[src/rtl/debug_pkg.sv]
// Shared definitions for the debug dump transmitter: FSM state encoding
// and frame constants.
package debug_pkg;

    typedef enum logic [3:0] {
        IDLE       = 4'd0,
        SEND_HDR   = 4'd1,
        SEND_PC_H  = 4'd2,
        SEND_PC_L  = 4'd3,
        SEND_ACC_H = 4'd4,
        SEND_ACC_L = 4'd5,
        MEM_REQ    = 4'd6,
        MEM_WAIT   = 4'd7,
        SEND_MEM_H = 4'd8,
        SEND_MEM_L = 4'd9,
        DONE       = 4'd10
    } state_t;

    // First byte of every frame.
    localparam logic [7:0] HEADER_DEFAULT = 8'hA5;

    // Header + PC (2 bytes) + ACC (2 bytes); memory words follow.
    localparam int FRAME_FIXED_BYTES = 5;

    // Total bytes in a frame dumping n_words memory words.
    function automatic int frame_len(input int n_words);
        return FRAME_FIXED_BYTES + 2 * n_words;
    endfunction

endpackage

[src/rtl/debug_dump_tx_byte_issuer.sv]
// Hands one byte at a time to uart_tx: a load pulse latches the byte and
// raises a single-cycle tx_start; the matching tx_done comes back as "sent".
module byte_issuer (
    input  logic       clk,
    input  logic       rst_n,
    input  logic       load,
    input  logic [7:0] load_byte,
    input  logic       tx_done,
    output logic [7:0] tx_data,
    output logic       tx_start,
    output logic       sent
);

    logic pending_q;

    // A done that lands on the start cycle belongs to an earlier byte, so it
    // is masked; only a done while the byte is outstanding counts.
    assign sent = pending_q & tx_done & ~tx_start;

    // Latch the byte, pulse tx_start once, track the outstanding byte.
    always_ff @(posedge clk or negedge rst_n) begin
        if (!rst_n) begin
            tx_data   <= 8'h00;
            tx_start  <= 1'b0;
            pending_q <= 1'b0;
        end else begin
            tx_start <= load;
            if (load) begin
                tx_data   <= load_byte;
                pending_q <= 1'b1;
            end else if (sent) begin
                pending_q <= 1'b0;
            end
        end
    end

endmodule

[src/rtl/debug_dump_tx.sv]
// Debug dump transmitter: on start, snapshots PC/ACC and streams
// HEADER, PC, ACC and N_WORDS data-memory words to uart_tx, MSB byte first.
module debug_dump_tx
    import debug_pkg::*;
#(
    parameter int         DATA_WIDTH = 16,
    parameter int         ADDR_WIDTH = 11,
    parameter int         N_WORDS    = 16,
    parameter logic [7:0] HEADER     = HEADER_DEFAULT
) (
    input  logic                  i_clk,
    input  logic                  i_rst_n,
    input  logic                  i_start,
    input  logic [ADDR_WIDTH-1:0] i_PC,
    input  logic [DATA_WIDTH-1:0] i_ACC,
    output logic [ADDR_WIDTH-1:0] o_mem_addr,
    output logic                  o_mem_rd,
    input  logic [DATA_WIDTH-1:0] i_mem_data,
    output logic [7:0]            o_tx_data,
    output logic                  o_tx_start,
    input  logic                  i_tx_done,
    output logic                  o_busy,
    output logic                  o_done
);

    // One extra bit so N_WORDS = 2^ADDR_WIDTH is representable.
    localparam int CNT_W = ADDR_WIDTH + 1;

    state_t                state_q, state_d;
    logic [ADDR_WIDTH-1:0] pc_q;
    logic [DATA_WIDTH-1:0] acc_q;
    logic [7:0]            word_lo_q;
    logic [CNT_W-1:0]      cnt_q;

    logic [15:0] pc16, acc16, mem16;
    logic        snap, cnt_inc, word_ld, load, sent, last_word;
    logic [7:0]  load_byte;

    // Frame fields are 16 bits wide; PC is zero-extended.
    assign pc16      = 16'(pc_q);
    assign acc16     = 16'(acc_q);
    assign mem16     = 16'(i_mem_data);
    assign last_word = (cnt_q == CNT_W'(N_WORDS - 1));

    assign o_mem_addr = cnt_q[ADDR_WIDTH-1:0];
    assign o_busy     = (state_q != IDLE) && (state_q != DONE);
    assign o_done     = (state_q == DONE);

    // State register.
    always_ff @(posedge i_clk or negedge i_rst_n) begin
        if (!i_rst_n) state_q <= IDLE;
        else          state_q <= state_d;
    end

    // Snapshot, word counter and low half of the fetched memory word.
    always_ff @(posedge i_clk or negedge i_rst_n) begin
        if (!i_rst_n) begin
            pc_q      <= '0;
            acc_q     <= '0;
            cnt_q     <= '0;
            word_lo_q <= 8'h00;
        end else begin
            if (snap) begin
                pc_q  <= i_PC;
                acc_q <= i_ACC;
                cnt_q <= '0;
            end else if (cnt_inc) begin
                cnt_q <= cnt_q + 1'b1;
            end
            if (word_ld) word_lo_q <= mem16[7:0];
        end
    end

    // Next state; each SEND_* byte is loaded on the transition into it so
    // tx_start rises on that state's first cycle. The high memory byte comes
    // straight from the read port because it is only registered at that edge.
    always_comb begin
        state_d   = state_q;
        snap      = 1'b0;
        cnt_inc   = 1'b0;
        word_ld   = 1'b0;
        load      = 1'b0;
        load_byte = 8'h00;
        o_mem_rd  = 1'b0;
        unique case (state_q)
            IDLE: if (i_start) begin
                snap = 1'b1; load = 1'b1; load_byte = HEADER; state_d = SEND_HDR;
            end
            SEND_HDR: if (sent) begin
                load = 1'b1; load_byte = pc16[15:8]; state_d = SEND_PC_H;
            end
            SEND_PC_H: if (sent) begin
                load = 1'b1; load_byte = pc16[7:0]; state_d = SEND_PC_L;
            end
            SEND_PC_L: if (sent) begin
                load = 1'b1; load_byte = acc16[15:8]; state_d = SEND_ACC_H;
            end
            SEND_ACC_H: if (sent) begin
                load = 1'b1; load_byte = acc16[7:0]; state_d = SEND_ACC_L;
            end
            SEND_ACC_L: if (sent) state_d = MEM_REQ;
            MEM_REQ: begin
                o_mem_rd = 1'b1; state_d = MEM_WAIT;
            end
            MEM_WAIT: begin
                word_ld = 1'b1; load = 1'b1; load_byte = mem16[15:8]; state_d = SEND_MEM_H;
            end
            SEND_MEM_H: if (sent) begin
                load = 1'b1; load_byte = word_lo_q; state_d = SEND_MEM_L;
            end
            SEND_MEM_L: if (sent) begin
                if (last_word) begin
                    state_d = DONE;
                end else begin
                    cnt_inc = 1'b1; state_d = MEM_REQ;
                end
            end
            DONE:    state_d = IDLE;
            default: state_d = IDLE;
        endcase
    end

    byte_issuer u_issuer (
        .clk       (i_clk),
        .rst_n     (i_rst_n),
        .load      (load),
        .load_byte (load_byte),
        .tx_done   (i_tx_done),
        .tx_data   (o_tx_data),
        .tx_start  (o_tx_start),
        .sent      (sent)
    );

endmodule

[config.mk]
export PLATFORM = sky130hd
export DESIGN_NAME = debug_dump_tx
export DESIGN_NICKNAME = d
export VERILOG_FILES = /design/src/rtl/debug_pkg.sv /design/src/rtl/debug_dump_tx_byte_issuer.sv /design/src/rtl/debug_dump_tx.sv
export SDC_FILE = /design/constraint.sdc
export NUM_CORES = 1
export LEC_CHECK = 0
export BUFFER_PORTS_ARGS = -buffer_cell sky130_fd_sc_hd__buf_2
export CORE_ASPECT_RATIO = 0.6
export CORE_MARGIN = 3
export CORE_UTILIZATION = 52
export CTS_CLUSTER_SIZE = 20
export DETAILED_ROUTE_END_ITERATION = 6
export PLACE_DENSITY = 0.76
export SYNTH_ARGS = -nofsm -noshare
export SYNTH_HDL_FRONTEND = slang
export SYNTH_SLANG_ARGS = --single-unit
[constraint.sdc]
create_clock -name i_clk -period 3.72 [get_ports i_clk]
set_input_delay 0.558 -clock i_clk [delete_from_list [all_inputs] [get_ports i_clk]]
set_output_delay 0.558 -clock i_clk [all_outputs]
set_load 0.05 [all_outputs]
==> results_dict.tcl, run 1 <==
set metrics [dict create \
    first_pass_iters 5 \
    ant_nets 0 \
    drive_gt1_share_pct 33.42 \
    setup_viol 0 \
    r2r-end "u_issuer.tx_data[7]$_DFFE_PN0P_" \
    tns_ns 0 \
    dieArea_sq_mm 0.007487 \
    critPathSlowestCell "nor2b_4" \
    vias 2717 \
    clk_latency_ns 0.35 \
    synthArstFlopShare_pct 100.0 \
    critPathMaxStageDelay_ns 0.87 \
    cts_hold_buf 0 \
    grt_antenna_before_repair 0 \
    area_growth_pct 15.95 \
    drt_iter0_drc 168 \
    crit_path_cell_trace "buf_4 -> nor4b_1 -> nor2b_4 -> buf_4 -> a21oi_1 -> o211ai_1" \
    wl_per_cell_um 17.31 \
    hold_class "in2async" \
    rsz0062_at_grt "no" \
    seq_area_frac_synth_pct 45.47 \
    cp_data_arrival_time_ns 2.91 \
    clkSlewWorstSetupHoldPaths_ns 0.07 \
    rows 21 \
    htree_levels 3 \
    clockPowerShare_pct 46.2 \
    required_ns 3.98 \
    maxCapViolCount 0 \
    drv_slew 0 \
    fill_cells 469 \
    synth_edf_count 0 \
    grt_max_degree 37 \
    slew_headroom_pct 37.68 \
    ir_worst_vdd_mv 0.2059 \
    clockBufferDepth 2 \
    power.density_mw_per_mm2 371.5 \
    max_freq_mhz 376.7 \
    end_kind "flip-flop" \
    p_leak_uw 0.001789 \
    cts_tree "yes" \
    synth_ff_type "dfrtp_1" \
    nets 435 \
    tightest_slew_ns 0.9328 \
    intPower_uw 1116 \
    dpl.hpwl_um 5726 \
    post_cts_buffers 0 \
    cts_sinks 61 \
    crit_type "reg2reg" \
    grt_pass1_wl_um 13010 \
    yosys_register_bits 61 \
    portBuffers 69 \
    routed_wirelength_um 8168 \
    reg2reg_from "state_q[0]$_DFFE_PN0P_" \
    hold_viol 0 \
    seq_power_share_pct 48.0 \
    syn_area_sq_mm 0.003357 \
    post-route-period-util_pct 71.37 \
    rrSetupSlack_ns 1.07 \
    critical_path.max_fanout 33 \
    post_cts_resized 0 \
    post_drt_via_cell_ratio 5.756 \
    comb_power_share_pct 5.8 \
    numCtsBuffers 9 \
    p_sw_uw 330.1 \
    synth.net_count 382 \
    antenna_cells 0 \
    netSwitchingFraction_pct 22.83 \
    die_y_um 68.24 \
    min_period_ns 2.655 \
    gp_congestion 0.8339 \
    ys_types 52 \
    start_util_pct 56.78 \
    synthCells 334 \
    grt_pass1_vias 2522 \
    fin_worst_skew_ns 0.007755 \
    syn_area_per_cell_sq_um 10.05 \
    start_kind "flip-flop" \
    cts_root_buf "clkbuf_8" \
    crit_top_cell "buf_4" \
    fp.dieW_um 109.7 \
    grt_overflow 0 \
    r2r_cells 6 \
    yosysWarnings 0 \
    drc 0 \
    core_sq_mm 0.005912 \
    power_uw 1446 \
    grtUsageTotal_pct 23.46 \
    outcome "completed" \
    ioPinCount 70 \
]
[state kept, by name, summed over array words and instances (netlist names)]
| register | count |
|---|---|
| acc16 | 16 |
| cnt_q | 12 |
| pc_q | 11 |
| u_issuer.tx_data | 8 |
| word_lo_q | 8 |
| state_q | 4 |
| u_issuer.pending_q | 1 |
| u_issuer.tx_start | 1 |
[cells in the final DEF (no fill, tap or decap), types with 4 or more instances in the layout]
cell,synthesis,layout
and2_1,4,4
o211ai_1,8,8
nor2_1,8,8
a32o_1,4,4
mux2i_1,4,4
and3_1,6,6
nand2_1,44,44
mux2_2,29,29
or4_1,4,4
nand3_1,6,6
dfrtp_1,61,61
buf_2,6,69
buf_4,15,6
o31ai_1,5,5
o21ai_0,17,17
nand3b_1,12,12
nor3_1,4,4
nor2b_1,7,6
a21oi_1,20,20
inv_1,7,7
clkbuf_8,0,10
[cells in the mapped netlist, types with 3 or more instances]
cell       count  share of area, %
a32o_1         4               1.2
or4_1          4              0.89
nor2b_1        7               1.3
o211ai_1       8               1.8
o21ai_0       17               2.5
nand2b_1       3              0.56
nand3_1        6              0.89
nand3b_1      12               2.7
nor3_1         4              0.60
a2bb2oi_1      3              0.78
mux2_2        29               9.7
clkbuf_1      12               1.3
o31ai_1        5               1.1
a22oi_1        3              0.67
mux2i_1        4               1.2
and3_1         6               1.1
and3b_1        3              0.78
nand4_1        3              0.56
nor2_1         8              0.89
and2_1         4              0.75
nand2_1       44               4.9
dfrtp_1       61                45
inv_1          7              0.78
a21oi_1       20               3.0
buf_2          6              0.89
buf_4         15               3.4
[stage by stage]
step,area [sq um],instances,setup slack (ns),util [%],hold WS [ns]
after global placement,3667,456,1.213,62.03,0.4623
after floorplan,3357,334,0.6676,-,0.2624
after detailed placement,3667,456,1.113,62.03,0.4664
final,3892,472,1.065,65.84,0.1968
after global routing,3892,472,0.8717,65.84,0.2240
after CTS,3892,472,1.095,65.84,0.2021
[logic make-up (layout without fill, tap and decap cells)]
logic type / Yosys count / in the layout / share of synthesized area, %
xor gates and xnor gates: 1 / 1 / 0.2609
adders and majority gates: 1 / 1 / 0.3727
and+or+nand+nor: 124 / 124 / 21.84
muxes: 33 / 33 / 10.92
AOI/OAI and AO/OA: 74 / 74 / 14.76
buffers and inverters: 40 / 98 / 6.374
DFF: 61 / 61 / 45.47
[power by group through the flow]
stage	clock (uW)	sequential (uW)	combinational [uW]
after CTS	679	694	85.1
after global placement	0	706	82.6
after floorplan	0	710	32.0
final	669	694	83.7
after global routing	710	696	92.9
after detailed placement	0	706	84.2
[worst max-delay path by stage]
stage          slack (ns)  cells past startpoint                              end              startpoint
2_1_floorplan        0.67                      3                           o_done  state_q[3]$_DFFE_PN0P_
3_3_place_gp         1.21                      6  u_issuer.tx_data[7]$_DFFE_PN0P_                 i_start
3_5_place_dp         1.11                      6  u_issuer.tx_data[7]$_DFFE_PN0P_                 i_start
4_1_cts              1.09                      6  u_issuer.tx_data[7]$_DFFE_PN0P_  state_q[0]$_DFFE_PN0P_
5_1_grt              0.87                      6  u_issuer.tx_data[7]$_DFFE_PN0P_  state_q[0]$_DFFE_PN0P_
6_report             1.07                      6  u_issuer.tx_data[7]$_DFFE_PN0P_  state_q[0]$_DFFE_PN0P_
[worst max-delay path: cells and delay by family (launching register included)]
kind | cells | cell delay, ns
flops | 1 | 0.36
simple gates | 2 | 1.45
buf+inv | 2 | 0.55
compound gates | 2 | 0.20
[metal layers]
metal	part of all wire (%)	GRT usage (%)	up-vias
met5	0	0	-
met4	1.7	6.998	0
met3	6.4	6.032	15
met2	39	31.69	93
met1	53	36.42	1287
li1	-	-	1322
[final cells by class]
type / instances / area, sq um / share of cell area, %
clock buffers: 11 / 141.4 / 3.632
repair buffers: 75 / 390.4 / 10.03
flip-flops and latches: 61 / 1526 / 39.22
well taps: 80 / 100.1 / 2.572
multi-input cells: 233 / 1624 / 41.72
inverters: 7 / 26.28 / 0.6750
clock inverters: 5 / 83.83 / 2.154
(Power assumes the default switching activity.)
==> run 2: changes to the inputs <==
- clock period: 3.72 -> 2.7 ns (I/O delays scaled with it)
==> results_dict.tcl, run 2 (synthesized netlist as in run 1, its figures left out) <==
set metrics [dict create \
    outcome "completed" \
    rsz0062_at_grt "no" \
    drc 0 \
    met2_usage_pct 32.14 \
    routed_wirelength_um 8206 \
    p_leak_uw 0.001804 \
    pre_cts_ws_ns 0.5268 \
    post_cts_buffers 0 \
    ir_worst_vdd_mv 0.2252 \
    start_util_pct 56.78 \
    drv_slew 0 \
    maxCapViolCount 0 \
    fin_worst_skew_ns 0.006655 \
    hold_class "in2async" \
    final_core_util_pct 66.20 \
    cp_data_arrival_time_ns 2.01 \
    power_uw 1879 \
    grtUsageTotal_pct 23.14 \
    min_period_ns 2.420 \
    grt_max_degree 35 \
    htree_levels 3 \
    fill_cells 470 \
    die_y_um 68.24 \
    gr-max-usage-layer "met1" \
    critical_path.max_fanout 21 \
    tns_ns 0 \
    hold_viol 0 \
    hold_slack_ns 0.1093 \
    rows 21 \
    post-route-period-util_pct 89.63 \
    vias 2766 \
    clk_latency_ns 0.34 \
    cts_tree "yes" \
    numCtsBuffers 9 \
    area_growth_pct 16.59 \
    max_freq_mhz 413.2 \
    ant_nets 0 \
    clkSlewWorstSetupHoldPaths_ns 0.07 \
    setup_viol 0 \
    grt_overflow 0 \
    grt_antenna_before_repair 0 \
    clockBufferDepth 2 \
    tightest_slew_ns 0.7022 \
    gr-usage-met3_pct 6.786 \
    crit_type "reg2out" \
    dpl.hpwl_um 6069 \
    grt_util_met1_pct 34.59 \
    power.density_mw_per_mm2 480.1 \
    portBuffers 69 \
    drive_gt1_share_pct 33.92 \
    first_pass_iters 5 \
    post_cts_resized 0 \
    fp.dieW_um 109.7 \
    cts_sinks 61 \
    cts_hold_buf 0 \
    wl_per_cell_um 17.28 \
    grt_pass1_wl_um 12820 \
    grt_pass1_vias 2539 \
    largest_register_ffs 16 \
    post_drt_via_cell_ratio 5.823 \
    core_sq_mm 0.005912 \
    required_ns 2.30 \
    antenna_cells 0 \
    cts_root_buf "clkbuf_8" \
    ioPinCount 70 \
    end_kind "output port" \
    gp_congestion 0.8995 \
    nets 438 \
    dieArea_sq_mm 0.007487 \
    setup_slack_ns 0.2801 \
    final_common_cell "buf_2" \
    drt_iter0_drc 231 \
    final_cell_mix "buf_2, dfrtp_1, nand2_1" \
    slew_headroom_pct 53.19 \
    start_kind "flip-flop" \
]
## run 2: cell count changes in the layout (fill, tap and decap cells not counted), sizes merged
cell / before / now
buf: 75 / 78
clkinvlp: 2 / 1
clkinv: 1 / 2
clkbuf: 11 / 12
bufinv: 2 / 1
## run 2: worst max-delay path: stages, from the launching register on
cell and delay [ns]:
dfrtp_1 0.39, buf_4 0.21, nor2b_1 0.19, or4b_2 0.64, buf_2 0.24
## run 2: layer usage
layer	wire length (um)	up-vias
li1	-	1326
met5	0	-
met4	114	0
met1	3956	1308
met2	3324	119
met3	810	13
## run 2: report_power, final
group          switching (uW)  total (uW)  internal (uW)  leakage (uW)
clock                     355         804            449     0.0000964
combinational            64.6         118           53.9      0.000948
sequential               16.6         956            940      0.000760
## run 2: metrics by stage
step	cells	area, sq um
2_1_floorplan	334	3363
3_3_place_gp	459	3721
3_5_place_dp	459	3721
4_1_cts	475	3914
5_1_grt	475	3914
6_report	475	3914
## run 2: final cells by class
class	count	area, sq um	area share [%]
multi-input cells	233	1630	41.66
flip-flops and latches	61	1526	39.00
repair buffers	78	437.9	11.19
clock buffers	12	145.1	3.708
well taps	80	100.1	2.558
clock inverters	4	47.55	1.215
inverters	7	26.28	0.6714
## run 2: path summary, 6_finish.rpt
path	from	endpoint	slack [ns]	cells past startpoint
setup / recovery	state_q[1]$_DFFE_PN0P_	o_busy	0.28	4
hold / removal	i_rst_n	cnt_q[8]$_DFFE_PN0P_	0.11	1
setup reg to reg	state_q[1]$_DFFE_PN0P_	pc_q[3]$_DFFE_PN0P_	0.61	4
hold reg to reg	word_lo_q[0]$_DFFE_PN0N_	word_lo_q[0]$_DFFE_PN0N_	0.50	2
max in group asynchronous	i_rst_n	u_issuer.tx_data[7]$_DFFE_PN0P_	1.99	2
min in group i_clk	i_mem_data[7]	word_lo_q[7]$_DFFE_PN0N_	0.25	3
